`src/rtl/counter_sweep_if.sv`:
```
// Control/status bundle between the sweep sequencer and whoever drives it.
// The slave side is the sequencer; cnt_q comes back from the external counter.
interface counter_sweep_if #(
  parameter int unsigned WIDTH    = 4,
  parameter int unsigned REPEAT_W = 4
);
  logic                start;
  logic                abort;
  logic                mode;
  logic [WIDTH-1:0]    lo;
  logic [WIDTH-1:0]    hi;
  logic [REPEAT_W-1:0] repeat_n;
  logic [WIDTH-1:0]    cnt_q;
  logic                cnt_load;
  logic [WIDTH-1:0]    cnt_load_val;
  logic                cnt_en;
  logic                cnt_up;
  logic                busy;
  logic                done;
  logic                cfg_err;
  logic                aborted;

  modport slave (
    input  start, abort, mode, lo, hi, repeat_n, cnt_q,
    output cnt_load, cnt_load_val, cnt_en, cnt_up, busy, done, cfg_err, aborted
  );

  modport master (
    output start, abort, mode, lo, hi, repeat_n, cnt_q,
    input  cnt_load, cnt_load_val, cnt_en, cnt_up, busy, done, cfg_err, aborted
  );
endinterface

```
`src/rtl/counter_sweep_ctrl.sv`:
```
// Sweep sequencer for the up/down counter: load lo, count to hi (and back to
// lo in ping-pong mode), repeat for the programmed number of passes.
module counter_sweep_ctrl #(
  parameter int unsigned WIDTH    = 4,
  parameter int unsigned REPEAT_W = 4
) (
  input  logic           clk,
  input  logic           rst,
  counter_sweep_if.slave bus
);

  typedef enum logic [2:0] {
    S_IDLE,
    S_LOAD,
    S_UP,
    S_DOWN,
    S_DONE
  } state_t;

  state_t              r_state;
  logic [WIDTH-1:0]    r_lo;
  logic [WIDTH-1:0]    r_hi;
  logic                r_mode;
  logic [REPEAT_W-1:0] r_rep;
  logic [REPEAT_W-1:0] r_pass;
  logic                r_done;
  logic                r_cfg_err;
  logic                r_aborted;

  logic [REPEAT_W-1:0] w_eff_rep;
  logic [REPEAT_W-1:0] w_pass_inc;
  logic                w_last;
  logic                w_at_hi;
  logic                w_at_lo;

  // A programmed pass count of zero runs a single pass.
  assign w_eff_rep  = (r_rep == '0) ? REPEAT_W'(1) : r_rep;
  assign w_pass_inc = r_pass + REPEAT_W'(1);
  assign w_last     = (w_pass_inc == w_eff_rep);
  assign w_at_hi    = (bus.cnt_q == r_hi);
  assign w_at_lo    = (bus.cnt_q == r_lo);

  always_ff @(posedge clk or posedge rst) begin
    if (rst) begin
      r_state   <= S_IDLE;
      r_lo      <= '0;
      r_hi      <= '0;
      r_mode    <= 1'b0;
      r_rep     <= '0;
      r_pass    <= '0;
      r_done    <= 1'b0;
      r_cfg_err <= 1'b0;
      r_aborted <= 1'b0;
    end else begin
      r_done    <= 1'b0;
      r_cfg_err <= 1'b0;
      r_aborted <= 1'b0;
      // Abort outranks start and any pass completion in the same cycle.
      if (r_state != S_IDLE && bus.abort) begin
        r_state   <= S_IDLE;
        r_aborted <= 1'b1;
      end else begin
        case (r_state)
          S_IDLE: begin
            if (bus.start && !bus.abort) begin
              r_lo   <= bus.lo;
              r_hi   <= bus.hi;
              r_mode <= bus.mode;
              r_rep  <= bus.repeat_n;
              r_pass <= '0;
              if (bus.lo > bus.hi) r_cfg_err <= 1'b1;
              else                 r_state   <= S_LOAD;
            end
          end
          S_LOAD: r_state <= S_UP;
          S_UP: begin
            if (w_at_hi) begin
              if (r_mode) begin
                r_state <= S_DOWN;
              end else begin
                r_pass <= w_pass_inc;
                if (w_last) begin
                  r_state <= S_DONE;
                  r_done  <= 1'b1;
                end else begin
                  r_state <= S_LOAD;
                end
              end
            end
          end
          S_DOWN: begin
            if (w_at_lo) begin
              r_pass <= w_pass_inc;
              if (w_last) begin
                r_state <= S_DONE;
                r_done  <= 1'b1;
              end else begin
                r_state <= S_UP;
              end
            end
          end
          S_DONE:  r_state <= S_IDLE;
          default: r_state <= S_IDLE;
        endcase
      end
    end
  end

  // Counter controls follow the live cnt_q so counting stops exactly at a bound.
  assign bus.cnt_load     = (r_state == S_LOAD) && !bus.abort;
  assign bus.cnt_load_val = r_lo;
  assign bus.cnt_en       = !bus.abort &&
                            (((r_state == S_UP)   && !w_at_hi) ||
                             ((r_state == S_DOWN) && !w_at_lo));
  assign bus.cnt_up       = (r_state == S_UP);
  assign bus.busy         = (r_state != S_IDLE);
  assign bus.done         = r_done;
  assign bus.cfg_err      = r_cfg_err;
  assign bus.aborted      = r_aborted;

endmodule

```
`src/flat_wrapper.sv`:
```
// flat-port wrapper written by rule: the top's interface ports become plain ports
module counter_sweep_ctrl_flat 
#(
  parameter int unsigned WIDTH    = 4,
  parameter int unsigned REPEAT_W = 4
)
  (clk, rst, bus_start, bus_abort, bus_mode, bus_lo, bus_hi, bus_repeat_n, bus_cnt_q, bus_cnt_load, bus_cnt_load_val, bus_cnt_en, bus_cnt_up, bus_busy, bus_done, bus_cfg_err, bus_aborted);
  counter_sweep_if #(.WIDTH(WIDTH), .REPEAT_W(REPEAT_W)) bus_i ();
  input  logic clk;
  input  logic rst;
  input wire logic [$bits(bus_i.start)-1:0] bus_start;
  input wire logic [$bits(bus_i.abort)-1:0] bus_abort;
  input wire logic [$bits(bus_i.mode)-1:0] bus_mode;
  input wire logic [$bits(bus_i.lo)-1:0] bus_lo;
  input wire logic [$bits(bus_i.hi)-1:0] bus_hi;
  input wire logic [$bits(bus_i.repeat_n)-1:0] bus_repeat_n;
  input wire logic [$bits(bus_i.cnt_q)-1:0] bus_cnt_q;
  output wire logic [$bits(bus_i.cnt_load)-1:0] bus_cnt_load;
  output wire logic [$bits(bus_i.cnt_load_val)-1:0] bus_cnt_load_val;
  output wire logic [$bits(bus_i.cnt_en)-1:0] bus_cnt_en;
  output wire logic [$bits(bus_i.cnt_up)-1:0] bus_cnt_up;
  output wire logic [$bits(bus_i.busy)-1:0] bus_busy;
  output wire logic [$bits(bus_i.done)-1:0] bus_done;
  output wire logic [$bits(bus_i.cfg_err)-1:0] bus_cfg_err;
  output wire logic [$bits(bus_i.aborted)-1:0] bus_aborted;
  assign bus_i.start = bus_start;
  assign bus_i.abort = bus_abort;
  assign bus_i.mode = bus_mode;
  assign bus_i.lo = bus_lo;
  assign bus_i.hi = bus_hi;
  assign bus_i.repeat_n = bus_repeat_n;
  assign bus_i.cnt_q = bus_cnt_q;
  assign bus_cnt_load = bus_i.cnt_load;
  assign bus_cnt_load_val = bus_i.cnt_load_val;
  assign bus_cnt_en = bus_i.cnt_en;
  assign bus_cnt_up = bus_i.cnt_up;
  assign bus_busy = bus_i.busy;
  assign bus_done = bus_i.done;
  assign bus_cfg_err = bus_i.cfg_err;
  assign bus_aborted = bus_i.aborted;
  counter_sweep_ctrl #(.WIDTH(WIDTH), .REPEAT_W(REPEAT_W)) u_core (.clk(clk), .rst(rst), .bus(bus_i));
endmodule
```
`config.mk`:
```
export PLATFORM = sky130hd
export DESIGN_NAME = counter_sweep_ctrl_flat
export DESIGN_NICKNAME = d
export VERILOG_FILES = /design/src/rtl/counter_sweep_if.sv /design/src/rtl/counter_sweep_ctrl.sv /design/src/flat_wrapper.sv
export SDC_FILE = /design/constraint.sdc
export NUM_CORES = 1
export LEC_CHECK = 0
export CORE_MARGIN = 8
export CORE_UTILIZATION = 55
export DETAILED_ROUTE_END_ITERATION = 10
export DONT_BUFFER_PORTS = 1
export PLACE_DENSITY = 0.82
export SLEW_MARGIN = 15
export SYNTH_ARGS = -nofsm -noshare
export SYNTH_HDL_FRONTEND = slang
export SYNTH_SLANG_ARGS = --single-unit
```
`constraint.sdc`:
```
create_clock -name clk -period 3.5 [get_ports clk]
set_input_delay 0.7 -clock clk [delete_from_list [all_inputs] [get_ports clk]]
set_output_delay 0.7 -clock clk [all_outputs]
set_load 0.005 [all_outputs]
```
# Word level (Yosys, flattened, before mapping)
# Cells that the tools add are included.
# word_totals
in_bits	21
reg_bits	23
wordCells	69
out_inout_bits	11
# op_classes
n_mux	26
n_eq_ne	14
addsub	1
n_reduce_logical	17
n_bitwise	1
order_cmp	1
# op_table
op	count
$mux 3	8
$mux 4	5
$eq 4x4->1	3
$pmux 3 s4	1
$pmux 4 s3	1
$mux 1	10
$ne 3x1->1 const B	3
$eq 3x2->1 const B	2
$logic_and 1x1->1	6
$ne 2x1->1 const B	3
$reduce_and 6->1	1
$reduce_bool 3->1	2
$add 4x1->4 const B	1
$gt 4x4->1	1
$logic_not 4->1	1
$reduce_and 4->1	1
$eq 3x1->1 const B	1
$logic_not 1->1	3
$logic_not 3->1	1
$ne 3x2->1 const B	1
$reduce_and 3->1	1
$ne 2x2->1 const B	1
$pmux 1 s2	1
$logic_or 1x1->1	1
$not 1->1	1

# Logic depth before layout (Yosys ltp)
# Gate-level depths: netlist of the first run.
# logic_depth
word_depth	8
depth_mapped	7
ltp_nobuf	7

# Worst setup path before layout of the first run
# No wires, ideal clock.
# synth_path
path_type	in2out
startpoint	input bus_cnt_q[3]
endpoint	output bus_cnt_en
arrival_time_ns	1.518
setup_slack_ns	1.282
path_buffers	0
stages	3
required_time_ns	2.800
cell_sequence	xor2_1 o41a_1 a31o_2
# synth_via
elab_chain_cells	5
elab_cells_between_ends	8
cone_classes	eq/ne (2); reduce/logical (6)
# synth_lines
item	line_no	source
start: declaration	flat_wrapper.sv:17	input wire logic [$bits(bus_i.cnt_q)-1:0] bus_cnt_q;
$eq 4x4->1 (on tied branches)	counter_sweep_ctrl.sv:40, counter_sweep_ctrl.sv:41	
$logic_not 1->1 (on tied branches)	counter_sweep_ctrl.sv:113, counter_sweep_ctrl.sv:114	
$logic_and 1x1->1 (on tied branches)	counter_sweep_ctrl.sv:113, counter_sweep_ctrl.sv:114	
$logic_or 1x1->1 *	counter_sweep_ctrl.sv:113	(((r_state == S_UP) && !w_at_hi) ||
$logic_and 1x1->1 *	counter_sweep_ctrl.sv:112	assign bus.cnt_en = !bus.abort &&
end: declaration	flat_wrapper.sv:20	output wire logic [$bits(bus_i.cnt_en)-1:0] bus_cnt_en;
# Mark *: on every way between the ends. The rest lies on a longest branch, timed or not.

# Worst setup path in the final report of the first run
# layout_path
startpoint	register u_core.r_state[0]
endpoint	output bus_cnt_en
# layout_via
elab_chain_cells	4
elab_cells_between_ends	6
cone_classes	eq/ne (2); reduce/logical (4)
# layout_lines
item	line_no	source
start: declaration	counter_sweep_ctrl.sv:20	state_t r_state;
start signal: assignment	counter_sweep_ctrl.sv:45	r_state <= S_IDLE;
start signal: assignment	counter_sweep_ctrl.sv:60	r_state <= S_IDLE;
start signal: assignment	counter_sweep_ctrl.sv:72	else r_state <= S_LOAD;
$eq 3x2->1 (on tied branches)	counter_sweep_ctrl.sv:113, counter_sweep_ctrl.sv:114	
$logic_and 1x1->1 (on tied branches)	counter_sweep_ctrl.sv:113, counter_sweep_ctrl.sv:114	
$logic_or 1x1->1 *	counter_sweep_ctrl.sv:113	
$logic_and 1x1->1 *	counter_sweep_ctrl.sv:112	
# Marked as above.

==> impl_metrics.tcl, run 1 <==
set metrics [dict create \
    ys_seq_area_share_pct 43.3 \
    fin_tns_setup_ns 0 \
    cp.required_ns 2.80 \
    drc 0 \
    seq_area_um2 576 \
    cts.sinks 23 \
    multi_input_area_um2 711 \
    netlist-cell-type-count 41 \
    swShare_pct 38.2 \
    htree_levels 1 \
    cts_resized 0 \
    hpwlAfterDp_um 2130 \
    instances_no_fill 159 \
    power-per-cell-area_nw_per_um2 674 \
    period_share_pct 68.1 \
    p_comb_share_pct 36.8 \
    routed_wirelength_um 2720 \
    fin_skew_ns 0.00967 \
    cts_buffers 3 \
    p_int_uw 575 \
    die_h_um 65.2 \
    worstPathArrival_ns 1.68 \
    synthCells 128 \
    critPathLaunchType "register" \
    reg2reg_to "u_core.r_state[2]$_DFFE_PP0P_" \
    cts_tree "done" \
    p_leak_uw 0.000591 \
    nNetsFinal 156 \
    ff2ff_path_depth 6 \
    setup_ws_ns 1.12 \
    dpl.cell_count 155 \
    r2r_start "u_core.r_pass[0]$_DFFE_PP0P_" \
    syn_nets 154 \
    antenna_cells 0 \
    peakVddDrop_mv 0.333 \
    cts_buffer_depth 2 \
    cts_root_buf "clkbuf_4" \
    dp_slack_ns 1.22 \
    portBuffers 0 \
    reg2reg_slack_ns 1.54 \
    syn-cell-area_um2 1330 \
    grt_overflow 0 \
    drive_gt1_share_pct 14.0 \
    endpoint_kind "primary output" \
    crit_path_max_fanout 11 \
    drv_cap 0 \
    status "completed" \
    dieWidth_um 65.2 \
    clk_latency_ns 0.31 \
    power_switching_uw 355 \
    path_clk_slew_ns 0.13 \
    postCtsSetupBuffers 0 \
    gp_congestion 0.878 \
    p_total_uw 930 \
    synthToLayoutAreaGrowth_pct 3.77 \
    max_freq_ghz 0.419 \
    grt_setup_unrepaired "false" \
    cts_hold_buf 0 \
    synth.ff_latch_count 23 \
    p_clk_share_pct 13.1 \
    rows 18 \
    maxSlewViolCount 0 \
    initial_core_util_pct 55.7 \
    setup_viol 0 \
    period_minus_slack_ns 2.38 \
    ant_nets 0 \
    antenna_found_initial 0 \
    grt_pass1_vias 990 \
    drtPass1Iterations 4 \
    drt_iter0_markers 83 \
    grt_max_degree 24 \
    startpoint "u_core.r_state[0]$_DFFE_PP0P_" \
    hold_viol_final 0 \
    yosysWarnings 0 \
    vias 965 \
    wire_per_inst_um 17.1 \
    core_um2 2390 \
    critical_path_class "reg2out" \
    viasPerCell 6.07 \
    ios 32 \
    die-area_um2 4240 \
    grt_pass1_wl_um 4650 \
    sequentialPowerShare_pct 50.2 \
    hold_path.class "in2async" \
    relSlewSlack_pct 41.8 \
    worst_hold_slack_ns 0.444 \
    track_usage_pct 13.6 \
    avgSynthCellArea_um2 10.4 \
    fillers 227 \
    worstMarginPinSlew_ns 0.872 \
]
cell families (layout without fill, tap and decap cells):
logic type | after synthesis | count (layout) | synth area share (%)
AOI/OAI and AO/OA | 28 | 28 | 15.5
xor gates and xnor gates | 12 | 12 | 8.47
adders and majority gates | 5 | 5 | 4.71
buffers and inverters | 10 | 11 | 3.20
DFF | 23 | 23 | 43.3
muxes | 10 | 10 | 8.38
and+or+nand+nor | 40 | 40 | 16.4
registers in the layout, indices dropped and copies added (netlist names):
signal and count:
u_core.r_hi 4, u_core.r_rep 4, u_core.r_pass 4, u_core.bus.cnt_load_val 4, u_core.r_state 3, u_core.bus.cfg_err 1, u_core.bus.done 1, u_core.r_mode 1
u_core.bus.aborted 1
cell usage after synthesis (all sizes together):
master | n | area [µm²]
a21oi | 5 | 25.0
a2bb2oi | 2 | 17.5
a311oi | 1 | 8.76
a31o | 1 | 8.76
a31oi | 1 | 6.26
a41oi | 1 | 8.76
and2 | 2 | 12.5
and3 | 1 | 6.26
buf | 2 | 10.0
clkbuf | 1 | 3.75
dfrtp | 23 | 576
ha | 5 | 62.6
inv | 7 | 28.8
mux2 | 9 | 101
mux2i | 1 | 10.0
nand2 | 7 | 26.3
nand2b | 1 | 6.26
nand3 | 3 | 20.0
nand4 | 3 | 18.8
nor2 | 10 | 37.5
nor2b | 4 | 25.0
nor3 | 3 | 15.0
nor4b | 1 | 8.76
nor4bb | 1 | 10.0
o2111a | 1 | 11.3
o21a | 2 | 15.0
o21ai | 10 | 50.1
o31ai | 1 | 7.51
o32ai | 2 | 36.3
o41a | 1 | 11.3
or2 | 1 | 6.26
or3 | 1 | 6.26
or4 | 2 | 18.8
xnor2 | 7 | 61.3
xor2 | 5 | 51.3
critical path: stages, from the launching register on:
cell      delay (ns)
dfrtp_1         0.56
nor4bb_1        0.37
o41a_1          0.27
a31o_2          0.18
per-layer routing:
| metal | GRT usage [%] | share of wire [%] | vias to the layer above | wire, µm |
|---|---|---|---|---|
| li1 | - | - | 468 | - |
| met1 | 15.9 | 41 | 460 | 1110 |
| met2 | 22.6 | 49 | 32 | 1330 |
| met3 | 3.91 | 8.3 | 5 | 225 |
| met4 | 6.27 | 1.8 | 0 | 48 |
| met5 | 0 | 0 | - | 0 |
metrics by stage:
step                      utilization, %  cell area [µm²]
final                               57.8             1380
after global routing                57.8             1380
after CTS                           57.8             1380
after detailed placement            56.7             1350
after global placement              56.7             1350
after floorplan                        -             1330
cell type report:
cell class	count	area share, %
Tap cell	30	2.72
Inverter	7	2.09
Sequential cell	23	41.7
Multi-Input combinational cell	95	51.5
Clock buffer	4	1.91
power groups by stage:
stage	Sequential (µW)	Combinational, µW	Clock [µW]
2_1_floorplan	428	313	0
3_3_place_gp	466	327	0
3_5_place_dp	471	342	0
4_1_cts	465	345	126
5_1_grt	480	386	140
6_report	466	342	122
how the worst max path moves through the flow:
stage / to / slack [ns] / depth (start not counted)
floorplan: bus_cnt_en / 1.28 / 3
global placement: bus_cnt_en / 1.24 / 3
detailed placement: bus_cnt_en / 1.22 / 3
CTS: bus_cnt_en / 1.12 / 3
global route: bus_cnt_en / 1.02 / 3
finish: bus_cnt_en / 1.12 / 3
cell usage in the layout (no fill, tap or decap), types with 2 or more instances in the layout:
| cell | synthesis | routed |
|---|---|---|
| mux2_2 | 9 | 9 |
| nand2_1 | 7 | 7 |
| nor2_1 | 10 | 10 |
| nor2b_1 | 4 | 4 |
| xnor2_1 | 7 | 7 |
| o21a_1 | 2 | 2 |
| and2_1 | 2 | 2 |
| a2bb2oi_1 | 2 | 2 |
| o21ai_0 | 4 | 4 |
| o21ai_1 | 6 | 6 |
| nand3_1 | 2 | 2 |
| xor2_1 | 4 | 4 |
| dfrtp_1 | 23 | 23 |
| inv_1 | 6 | 6 |
| clkbuf_4 | 0 | 3 |
| ha_1 | 5 | 5 |
| nor3_1 | 3 | 3 |
| nand4_1 | 3 | 3 |
| a21oi_1 | 5 | 5 |
Note: power is estimated with default switching activity, not from simulation.
==> run 2: changes to the inputs <==
clock period = 2.5 ns   (was 3.5 ns; I/O delays follow)
==> run 2 against run 1 <==
Cell area unchanged. Register-to-register slack got worse by 0.96 ns. Combinational power increased by 40%. Sequential share of layout area unchanged. Critical endpoint unchanged.
==> impl_metrics.tcl, run 2 (synthesis results as in run 1) <==
set metrics [dict create \
    rows 18 \
    final_cell_mix "23 x dfrtp_1, 10 x nor2_1, 9 x mux2_2, 7 x xnor2_1, 7 x nand2_1" \
    worstMarginPinSlew_ns 0.876 \
    hold_viol_final 0 \
    grt_setup_unrepaired "false" \
    cts_hold_buf 0 \
    grt_pass1_wl_um 4550 \
    die_h_um 65.2 \
    drt_iter0_markers 87 \
    power-per-cell-area_nw_per_um2 939 \
    cts_root_buf "clkbuf_4" \
    dp_slack_ns 0.588 \
    fin_tns_setup_ns 0 \
    routed_wirelength_um 2720 \
    drtPass1Iterations 4 \
    cts.sinks 23 \
    core_um2 2390 \
    p_leak_uw 0.000591 \
    die-area_um2 4240 \
    htree_levels 1 \
    hold_path.class "in2async" \
    ant_nets 0 \
    hpwlAfterDp_um 2120 \
    drc 0 \
    period_minus_slack_ns 2.15 \
    cp.required_ns 2.00 \
    cts_resized 0 \
    multi_input_area_um2 711 \
    clk_latency_ns 0.30 \
    antenna_cells 0 \
    cts_buffer_depth 2 \
    vias 957 \
    fillers 226 \
    worstPathArrival_ns 1.65 \
    setup_viol 0 \
    track_usage_pct 13.4 \
    drive_gt1_share_pct 14.0 \
    status "completed" \
    cts_buffers 3 \
    maxSlewViolCount 0 \
    critical_path_class "reg2out" \
    nNetsFinal 156 \
    wire_per_inst_um 17.1 \
    layout_commonest_cell "dfrtp_1" \
    grt_max_degree 24 \
    reg2reg_slack_ns 0.58 \
    path_clk_slew_ns 0.12 \
    endpoint_kind "primary output" \
    portBuffers 0 \
    dieWidth_um 65.2 \
    crit_path_max_fanout 3 \
    cts_tree "done" \
    seq_area_um2 576 \
    max_freq_ghz 0.466 \
    antenna_found_initial 0 \
    setup_ws_ns 0.353 \
    ios 32 \
    gp_congestion 0.848 \
    critPathLaunchType "register" \
    initial_core_util_pct 55.7 \
    peakVddDrop_mv 0.441 \
    period_share_pct 85.9 \
    relSlewSlack_pct 41.6 \
    drv_cap 0 \
    grt_overflow 0 \
    synthToLayoutAreaGrowth_pct 3.77 \
    grt_pass1_vias 948 \
    fin_skew_ns 0.00132 \
    viasPerCell 6.02 \
    postCtsSetupBuffers 0 \
]
-- run 2: worst max-delay path, cell delays in order (launching register included) --
cell     delay [ns]
dfrtp_1        0.44
xor2_1         0.19
o41a_1         0.46
a31o_2         0.27
-- run 2: area by class of cell --
| type | count | area share, % |
|---|---|---|
| tap | 30 | 2.72 |
| sequential | 23 | 41.7 |
| inverter | 7 | 2.09 |
| multi-input combinational | 95 | 51.5 |
| clock buffer | 4 | 1.91 |
-- run 2: power breakdown --
group	internal [µW]	total, µW	switching (µW)
clock	62.0	165	103
combinational	245	478	233
sequential	498	652	154
total	805	1290	490
-- run 2: through the flow --
step | utilization [%] | power (µW) | instance area [µm²] | std cells | hold slack (ns)
3_3_place_gp | 56.7 | 1110 | 1350 | 155 | 0.489
4_1_cts | 57.8 | 1300 | 1380 | 159 | 0.278
5_1_grt | 57.8 | 1400 | 1380 | 159 | 0.289
3_5_place_dp | 56.7 | 1140 | 1350 | 155 | 0.504
6_report | 57.8 | 1290 | 1380 | 159 | 0.263
2_1_floorplan | - | 1040 | 1330 | 128 | 0.473
-- run 2: metal layers --
metal,share of wire [%],GRT usage (%),up-vias
met5,0,0,-
met4,1.1,4.90,0
met3,10,4.76,2
met2,48,22.4,40
met1,40,15.4,449
li1,-,-,466
-- run 2: final timing paths --
path | to | start | cells after the start
worst max-delay path | bus_cnt_en | u_core.bus.cnt_load_val[3]$_DFFE_PP0P_ | 3
worst min-delay path | u_core.r_pass[2]$_DFFE_PP0P_ | rst | 1
worst max register to register | u_core.r_state[2]$_DFFE_PP0P_ | u_core.r_pass[0]$_DFFE_PP0P_ | 6
worst min register to register | u_core.r_hi[1]$_DFFE_PP0P_ | u_core.r_hi[1]$_DFFE_PP0P_ | 2
max in group asynchronous | u_core.r_state[1]$_DFFE_PP0P_ | rst | 1
min in group clk | u_core.bus.aborted$_DFF_PP0_ | bus_abort | 1
